**config.mk**
```make
export PLATFORM = sky130hd
export DESIGN_NAME = cmd_fifo_arbiter
export DESIGN_NICKNAME = d
export VERILOG_FILES = /design/src/rtl/cmd_fifo_arbiter_pkg.sv /design/src/rtl/cmd_fifo_arbiter_tag_queue.sv /design/src/rtl/cmd_fifo_arbiter.sv
export SDC_FILE = /design/constraint.sdc
export NUM_CORES = 1
export LEC_CHECK = 0
export ABC_AREA = 1
export BUFFER_PORTS_ARGS = -buffer_cell sky130_fd_sc_hd__buf_2
export CORE_UTILIZATION = 55
export DETAILED_ROUTE_END_ITERATION = 8
export PLACE_DENSITY = 0.85
export SKIP_LAST_GASP = 1
export SLEW_MARGIN = 20
export SYNTH_ARGS = -nofsm -noshare
export SYNTH_HDL_FRONTEND = slang
export SYNTH_HIERARCHICAL = 1
export SYNTH_SLANG_ARGS = --single-unit
```
**constraint.sdc**
```tcl
create_clock -name clk -period 3.8 [get_ports clk]
set_input_delay 0.19 -clock clk [delete_from_list [all_inputs] [get_ports clk]]
set_output_delay 0.19 -clock clk [all_outputs]
set_load 0.05 [all_outputs]
```
**src/rtl/cmd_fifo_arbiter_pkg.sv**
```systemverilog
// cmd_fifo_arbiter_pkg
// Shared definitions for the command/response FIFO arbiter:
//   - command word layout (17 bits: op, 8-bit address, 8-bit write data)
//   - op-code constants
//   - state encodings for the command and response FSMs
//   - make_cmd helper to assemble a command word from its fields
package cmd_fifo_arbiter_pkg;

    localparam int CMD_W    = 17;
    localparam int RESP_W   = 8;
    localparam int OP_BIT   = 16;
    localparam int ADDR_MSB = 15;
    localparam int ADDR_LSB = 8;
    localparam int DATA_MSB = 7;
    localparam int DATA_LSB = 0;

    localparam logic OP_READ  = 1'b0;
    localparam logic OP_WRITE = 1'b1;

    typedef enum logic {
        ARB_IDLE  = 1'b0,
        ARB_ISSUE = 1'b1
    } arb_state_e;

    typedef enum logic [1:0] {
        RSP_IDLE    = 2'd0,
        RSP_WAIT    = 2'd1,
        RSP_CAPTURE = 2'd2
    } rsp_state_e;

    function automatic logic [CMD_W-1:0] make_cmd(
        input logic                       op,
        input logic [ADDR_MSB-ADDR_LSB:0] addr,
        input logic [DATA_MSB-DATA_LSB:0] wdata
    );
        logic [CMD_W-1:0] cmd;
        cmd                    = '0;
        cmd[OP_BIT]            = op;
        cmd[ADDR_MSB:ADDR_LSB] = addr;
        cmd[DATA_MSB:DATA_LSB] = wdata;
        return cmd;
    endfunction

endpackage

```
**src/rtl/cmd_fifo_arbiter_tag_queue.sv**
```systemverilog
// cmd_fifo_arbiter_tag_queue
// Small synchronous FIFO holding the master ID of every outstanding read.
// Responses come back in command order, so the head entry always names
// the owner of the next response.
// Ports:
//   clk, rst      clock, synchronous active-high reset (empties the queue)
//   push_i        enqueue push_data_i (ignored when full)
//   push_data_i   master ID to enqueue
//   pop_i         dequeue head (ignored when empty)
//   head_o        master ID at the head
//   count_o       number of entries, 0..DEPTH
//   full_o        count_o == DEPTH
//   empty_o       count_o == 0
module cmd_fifo_arbiter_tag_queue
    import cmd_fifo_arbiter_pkg::*;
#(
    parameter int WIDTH = 1,
    parameter int DEPTH = 8
) (
    input  logic                     clk,
    input  logic                     rst,
    input  logic                     push_i,
    input  logic [WIDTH-1:0]         push_data_i,
    input  logic                     pop_i,
    output logic [WIDTH-1:0]         head_o,
    output logic [$clog2(DEPTH):0]   count_o,
    output logic                     full_o,
    output logic                     empty_o
);

    localparam int PTR_W = $clog2(DEPTH);
    localparam int CNT_W = PTR_W + 1;

    logic [WIDTH-1:0] mem_q [DEPTH];
    logic [PTR_W-1:0] wr_ptr_q, wr_ptr_d;
    logic [PTR_W-1:0] rd_ptr_q, rd_ptr_d;
    logic [CNT_W-1:0] count_q, count_d;
    logic             do_push;
    logic             do_pop;

    assign full_o  = (count_q == CNT_W'(DEPTH));
    assign empty_o = (count_q == '0);
    assign count_o = count_q;
    assign head_o  = mem_q[rd_ptr_q];

    assign do_push = push_i && !full_o;
    assign do_pop  = pop_i && !empty_o;

    // Pointers wrap naturally because DEPTH is a power of two; a push and
    // pop in the same cycle leave the count unchanged.
    always_comb begin
        wr_ptr_d = wr_ptr_q;
        rd_ptr_d = rd_ptr_q;
        count_d  = count_q;
        if (do_push) begin
            wr_ptr_d = wr_ptr_q + PTR_W'(1);
        end
        if (do_pop) begin
            rd_ptr_d = rd_ptr_q + PTR_W'(1);
        end
        case ({do_push, do_pop})
            2'b10:   count_d = count_q + CNT_W'(1);
            2'b01:   count_d = count_q - CNT_W'(1);
            default: count_d = count_q;
        endcase
    end

    always_ff @(posedge clk) begin
        if (rst) begin
            wr_ptr_q <= '0;
            rd_ptr_q <= '0;
            count_q  <= '0;
        end else begin
            wr_ptr_q <= wr_ptr_d;
            rd_ptr_q <= rd_ptr_d;
            count_q  <= count_d;
        end
    end

    // Storage needs no reset: the count decides which entries are live.
    always_ff @(posedge clk) begin
        if (do_push) begin
            mem_q[wr_ptr_q] <= push_data_i;
        end
    end

endmodule

```
**src/rtl/cmd_fifo_arbiter.sv**
```systemverilog
// cmd_fifo_arbiter
// Shares one command FIFO (17-bit words) and one response FIFO (8-bit)
// between NUM_MASTERS test masters. Commands are arbitrated one per two
// cycles; each read's master ID is queued so its response can be steered
// back to the right master.
// Configuration macro: CMD_ARB_FIXED_PRIO_EN
//   defined   -> fixed priority, lowest eligible master index wins
//   undefined -> round-robin starting after the last winner
// Ports:
//   clk, rst          clock, synchronous active-high reset
//   m_req_valid       per-master request, held with data until accepted
//   m_req_data        master i word at [17i+16:17i]
//   m_req_ready       one-cycle accept pulse to the winner
//   m_resp_valid      one-cycle response pulse to the owning master
//   m_resp_data       response byte
//   cmd_fifo_wr_en    command FIFO write strobe
//   cmd_fifo_data     command word
//   cmd_fifo_full     command FIFO full
//   resp_fifo_rd_en   response FIFO read strobe
//   resp_fifo_data    response data, valid the cycle after rd_en
//   resp_fifo_empty   response FIFO empty
//   busy              command in flight or reads outstanding
//   resp_orphan_err   sticky: response arrived with no outstanding read
module cmd_fifo_arbiter
    import cmd_fifo_arbiter_pkg::*;
#(
    parameter int NUM_MASTERS = 2,
    parameter int TAG_DEPTH   = 8
) (
    input  logic                         clk,
    input  logic                         rst,
    input  logic [NUM_MASTERS-1:0]       m_req_valid,
    input  logic [CMD_W*NUM_MASTERS-1:0] m_req_data,
    output logic [NUM_MASTERS-1:0]       m_req_ready,
    output logic [NUM_MASTERS-1:0]       m_resp_valid,
    output logic [RESP_W-1:0]            m_resp_data,
    output logic                         cmd_fifo_wr_en,
    output logic [CMD_W-1:0]             cmd_fifo_data,
    input  logic                         cmd_fifo_full,
    output logic                         resp_fifo_rd_en,
    input  logic [RESP_W-1:0]            resp_fifo_data,
    input  logic                         resp_fifo_empty,
    output logic                         busy,
    output logic                         resp_orphan_err
);

    localparam int ID_W  = (NUM_MASTERS > 1) ? $clog2(NUM_MASTERS) : 1;
    localparam int CNT_W = $clog2(TAG_DEPTH) + 1;

    arb_state_e               arb_state_q, arb_state_d;
    logic [CMD_W-1:0]         cmd_data_q, cmd_data_d;
    logic                     cmd_wr_en_q, cmd_wr_en_d;
    logic [NUM_MASTERS-1:0]   req_ready_q, req_ready_d;
`ifndef CMD_ARB_FIXED_PRIO_EN
    logic [ID_W-1:0]          rr_q, rr_d;
`endif

    rsp_state_e               rsp_state_q, rsp_state_d;
    logic                     rd_en_q, rd_en_d;
    logic [NUM_MASTERS-1:0]   resp_valid_q, resp_valid_d;
    logic [RESP_W-1:0]        resp_data_q, resp_data_d;
    logic                     orphan_q, orphan_d;

    logic [NUM_MASTERS-1:0]   eligible;
    logic                     grant_found;
    logic [ID_W-1:0]          grant_id;
    logic [CMD_W-1:0]         grant_word;

    logic                     tag_push;
    logic                     tag_pop;
    logic [ID_W-1:0]          tag_head;
    logic [CNT_W-1:0]         tag_count;
    logic                     tag_full;
    logic                     tag_empty;

    cmd_fifo_arbiter_tag_queue #(
        .WIDTH (ID_W),
        .DEPTH (TAG_DEPTH)
    ) u_tag_queue (
        .clk         (clk),
        .rst         (rst),
        .push_i      (tag_push),
        .push_data_i (grant_id),
        .pop_i       (tag_pop),
        .head_o      (tag_head),
        .count_o     (tag_count),
        .full_o      (tag_full),
        .empty_o     (tag_empty)
    );

    // A read can only be accepted while there is room to remember its
    // owner; writes never need a tag and so are never held off.
    always_comb begin
        eligible = '0;
        for (int i = 0; i < NUM_MASTERS; i++) begin
            eligible[i] = m_req_valid[i] &&
                          ((m_req_data[i*CMD_W + OP_BIT] == OP_WRITE) || !tag_full);
        end
    end

    // Winner selection among eligible masters.
    always_comb begin
        grant_found = 1'b0;
        grant_id    = '0;
`ifdef CMD_ARB_FIXED_PRIO_EN
        for (int i = NUM_MASTERS - 1; i >= 0; i--) begin
            if (eligible[ID_W'(i)]) begin
                grant_found = 1'b1;
                grant_id    = ID_W'(i);
            end
        end
`else
        for (int k = 1; k <= NUM_MASTERS; k++) begin
            int              idx;
            logic [ID_W-1:0] cand;
            idx = int'(rr_q) + k;
            if (idx >= NUM_MASTERS) begin
                idx = idx - NUM_MASTERS;
            end
            cand = ID_W'(idx);
            if (!grant_found && eligible[cand]) begin
                grant_found = 1'b1;
                grant_id    = cand;
            end
        end
`endif
        grant_word = m_req_data[int'(grant_id)*CMD_W +: CMD_W];
    end

    // Command FSM: grant in ARB_IDLE, then spend one cycle in ARB_ISSUE so
    // the winner can drop or advance its request before the next round.
    always_comb begin
        arb_state_d = arb_state_q;
        cmd_data_d  = cmd_data_q;
        cmd_wr_en_d = 1'b0;
        req_ready_d = '0;
        tag_push    = 1'b0;
`ifndef CMD_ARB_FIXED_PRIO_EN
        rr_d        = rr_q;
`endif
        case (arb_state_q)
            ARB_IDLE: begin
                if (!cmd_fifo_full && grant_found) begin
                    cmd_data_d            = grant_word;
                    cmd_wr_en_d           = 1'b1;
                    req_ready_d[grant_id] = 1'b1;
                    tag_push              = (grant_word[OP_BIT] == OP_READ);
`ifndef CMD_ARB_FIXED_PRIO_EN
                    rr_d                  = grant_id;
`endif
                    arb_state_d           = ARB_ISSUE;
                end
            end
            ARB_ISSUE: begin
                arb_state_d = ARB_IDLE;
            end
            default: begin
                arb_state_d = ARB_IDLE;
            end
        endcase
    end

    // Master 0 wins first out of reset, so the pointer starts at the last one.
    always_ff @(posedge clk) begin
        if (rst) begin
            arb_state_q <= ARB_IDLE;
            cmd_data_q  <= '0;
            cmd_wr_en_q <= 1'b0;
            req_ready_q <= '0;
`ifndef CMD_ARB_FIXED_PRIO_EN
            rr_q        <= ID_W'(NUM_MASTERS - 1);
`endif
        end else begin
            arb_state_q <= arb_state_d;
            cmd_data_q  <= cmd_data_d;
            cmd_wr_en_q <= cmd_wr_en_d;
            req_ready_q <= req_ready_d;
`ifndef CMD_ARB_FIXED_PRIO_EN
            rr_q        <= rr_d;
`endif
        end
    end

    // Response FSM: pop the FIFO, wait a cycle for its data, then hand the
    // byte to the master at the head of the tag queue. A response with no
    // outstanding read is flagged and left in the FIFO.
    always_comb begin
        rsp_state_d  = rsp_state_q;
        rd_en_d      = 1'b0;
        resp_valid_d = '0;
        resp_data_d  = resp_data_q;
        orphan_d     = orphan_q;
        tag_pop      = 1'b0;
        case (rsp_state_q)
            RSP_IDLE: begin
                if (!resp_fifo_empty) begin
                    if (!tag_empty) begin
                        rd_en_d     = 1'b1;
                        rsp_state_d = RSP_WAIT;
                    end else begin
                        orphan_d = 1'b1;
                    end
                end
            end
            RSP_WAIT: begin
                rsp_state_d = RSP_CAPTURE;
            end
            RSP_CAPTURE: begin
                resp_data_d            = resp_fifo_data;
                resp_valid_d[tag_head] = 1'b1;
                tag_pop                = 1'b1;
                rsp_state_d            = RSP_IDLE;
            end
            default: begin
                rsp_state_d = RSP_IDLE;
            end
        endcase
    end

    always_ff @(posedge clk) begin
        if (rst) begin
            rsp_state_q  <= RSP_IDLE;
            rd_en_q      <= 1'b0;
            resp_valid_q <= '0;
            resp_data_q  <= '0;
            orphan_q     <= 1'b0;
        end else begin
            rsp_state_q  <= rsp_state_d;
            rd_en_q      <= rd_en_d;
            resp_valid_q <= resp_valid_d;
            resp_data_q  <= resp_data_d;
            orphan_q     <= orphan_d;
        end
    end

    assign m_req_ready     = req_ready_q;
    assign cmd_fifo_wr_en  = cmd_wr_en_q;
    assign cmd_fifo_data   = cmd_data_q;
    assign resp_fifo_rd_en = rd_en_q;
    assign m_resp_valid    = resp_valid_q;
    assign m_resp_data     = resp_data_q;
    assign resp_orphan_err = orphan_q;
    assign busy            = (arb_state_q != ARB_IDLE) || (tag_count != '0);

endmodule

```
==> metrics.txt <==
outcome complete, no violations; # nets final 494; mapped cell area 2660 um2; Skew-Pair Late Insertion Delay 0.31 ns; register area 1200 um2; Gate Count Post-Synth 366; area share of the largest cell type after synthesis 36.1%; area of the multi-input gates 1210 um2; vias in the first global route 2367; clock share of power 24.4%; HPWL Detailed 4.42 mm; num rows 24; Clock Path Buffers 2; Post-synth EDFFs 8; setup bufs post-CTS 0; Slew headroom 45.7%; Die Y 71.6 um; Worst setup SP type register; post-route setup TNS 0 ns; n_diodes 0; Final Core Density 70.1%; Critical Path Sink Type register; commonest cells in the synthesized netlist nand2_1 (76), nor2_1 (76), dfxtp_1 (48), inv_1 (42), nand3_1 (24); cts bufs inserted 5; Comb power frac 26.6%; worst path arrival time 3.24 ns; final setup fails 0; global-route wire length before repair 9.78 mm; register area share after synthesis 45.1%; max-cap viol count 0; Initial Util 59.1%; Worst Path Max Fanout 35; CTS tree done; via count 2501; Worst Hold Class input port to register; Die ar. 5120 um2; # hold bufs at CTS 0; initial antenna violation count 0; IO Port Bufs 80; Critical Path RT 4.00 ns; Post-synth top flop dfxtp_1; maximum clock frequency 0.329 GHz; number of I/O pins 81; period utilization 79.9%; Fill cells 385; Synth Net Count 419; Reg clk slew, reported paths 0.11 ns; remaining antenna violation count 0; Avg WL per Cell 11.9 um; Num Clock Sinks 56; largest net degree at the start of global routing 36; reg2reg path depth 17; pwr dens 430 nW/um2; final hold violations 0; Net Sw Frac 35.2%; Reg power frac 49.0%; synth warn 6; Pins Over Slew Limit 0; Synth area leader dfxtp_1; Internal Power 0.879 mW; Root Driver clkbuf_8; Crit Path Category register to register; post-synth cell types 32; PostCTS Resize Cnt 0; WHS 0.0920 ns; layout cells sized above 1 23.3%; DR pass1 iterations 5; clk_skew 0.0144 ns; DRT Wirelength 5.87 mm; chip width 71.6 um; Async SR Flop Fraction 0%; leakage power 1.62 nW; vias per cell 5.06; syn avg cell area 7.27 um2; GRT Overall Usage 24.0%; hold path cells 3; GPL Wtd Cong 0.901; # DRC 0; VDD IR-drop max 316 uV; Iter 0 DRT Violations 100; post-layout min period 3.04 ns; synth top area cells dfxtp_1 (36%), nand2_1 (11%), nor2_1 (11%), edfxtp_1 (9.0%), inv_1 (5.9%); core area 4500 um2; Area Overhead vs Synth 18.6%; GRT overflow 0; number of H-tree levels 2; Psw 0.478 mW; worst slew pin tran 0.813 ns; register bit total from synthesis 56; RSZ-0062 raised after global routing no
-- kinds of logic after synthesis --
logic type / Yosys count / synth area share, %
adders and majority gates: 5 / 2.35
xor gates and xnor gates: 3 / 0.987
DFF: 56 / 45.1
buffers and inverters: 59 / 9.26
AOI/OAI and AO/OA: 47 / 11.0
and+or+nand+nor: 196 / 31.3
-- power groups by stage --
stage               Combinational (mW)  Sequential [mW]  Clock (mW)
CTS                              0.361            0.664       0.341
detailed placement               0.359            0.677           0
global placement                 0.351            0.675           0
floorplan                        0.180            0.770           0
global route                     0.396            0.669       0.364
finish                           0.361            0.664       0.331
-- critical path, cell delays in order (launching register included) --
cell,delay (ns)
dfxtp_1,0.45
nor2_2,0.08
nand3_2,0.10
inv_1,0.07
nand2_1,0.08
nand2_2,0.08
inv_2,0.40
a21oi_1,0.13
nor2_1,0.24
nand2_2,0.16
ha_1,0.27
nor2_1,0.16
nor2_2,0.07
ha_1,0.18
a21oi_1,0.16
xnor2_1,0.09
o21ai_0,0.15
inv_1,0.05
-- area by class of cell --
cell class                      instances  area share (%)
Multi-Input combinational cell        251            38.5
Sequential cell                        56            38.0
Timing Repair Buffer                   81            12.9
Inverter                               46            5.47
Clock buffer                            5            2.18
Tap cell                               52            2.06
Clock inverter                          3           0.832
-- final timing paths --
path	start	to	slack, ns
setup / recovery	u_tag_queue/count_o[0]$_SDFFE_PP0P_	u_tag_queue/count_o[2]$_SDFFE_PP0P_	0.76
setup reg to reg	u_tag_queue/count_o[0]$_SDFFE_PP0P_	u_tag_queue/count_o[2]$_SDFFE_PP0P_	0.76
hold / removal	resp_fifo_data[5]	m_resp_data[5]$_SDFFE_PP0P_	0.09
hold reg to reg	resp_orphan_err$_SDFFE_PP0P_	resp_orphan_err$_SDFFE_PP0P_	0.48
-- state kept, by name, indices dropped and copies added, names as in the netlist, named ones only --
name and flops:
cmd_fifo_data 17, m_resp_data 8, u_tag_queue/mem_q 8, u_tag_queue/count_o 4, u_tag_queue/rd_ptr_q 3, u_tag_queue/wr_ptr_q 3
m_req_ready 2, m_resp_valid 2, rsp_state_q 2, arb_state_q 1, resp_fifo_rd_en 1, resp_orphan_err 1
rr_q 1
-- placed cells by master, fill, tap and decap left out, types with 8 or more instances in the layout --
cell	Yosys	routed
buf_2	8	80
nand3_1	24	24
nor2_1	76	76
nand2_1	76	76
a21oi_1	10	10
o21ai_0	17	17
edfxtp_1	8	8
a21boi_1	16	16
inv_1	42	42
dfxtp_1	48	48
-- through the flow --
stage / cell area, um2 / setup WS [ns] / power, mW / std cells
2_1_floorplan: 2660 / 1.40 / 0.950 / 366
3_3_place_gp: 3060 / 1.05 / 1.03 / 486
3_5_place_dp: 3060 / 0.845 / 1.04 / 486
4_1_cts: 3160 / 0.806 / 1.37 / 494
5_1_grt: 3160 / 0.505 / 1.43 / 494
6_report: 3160 / 0.764 / 1.36 / 494
-- per-layer routing --
metal	global-route usage [%]	up-vias	wire (um)
li1	-	1294	-
met1	28.1	1115	2520
met2	41.7	77	2880
met3	6.33	15	327
met4	10.0	0	143
met5	0	-	0
No activity file was read; power rests on OpenSTA's default activity.
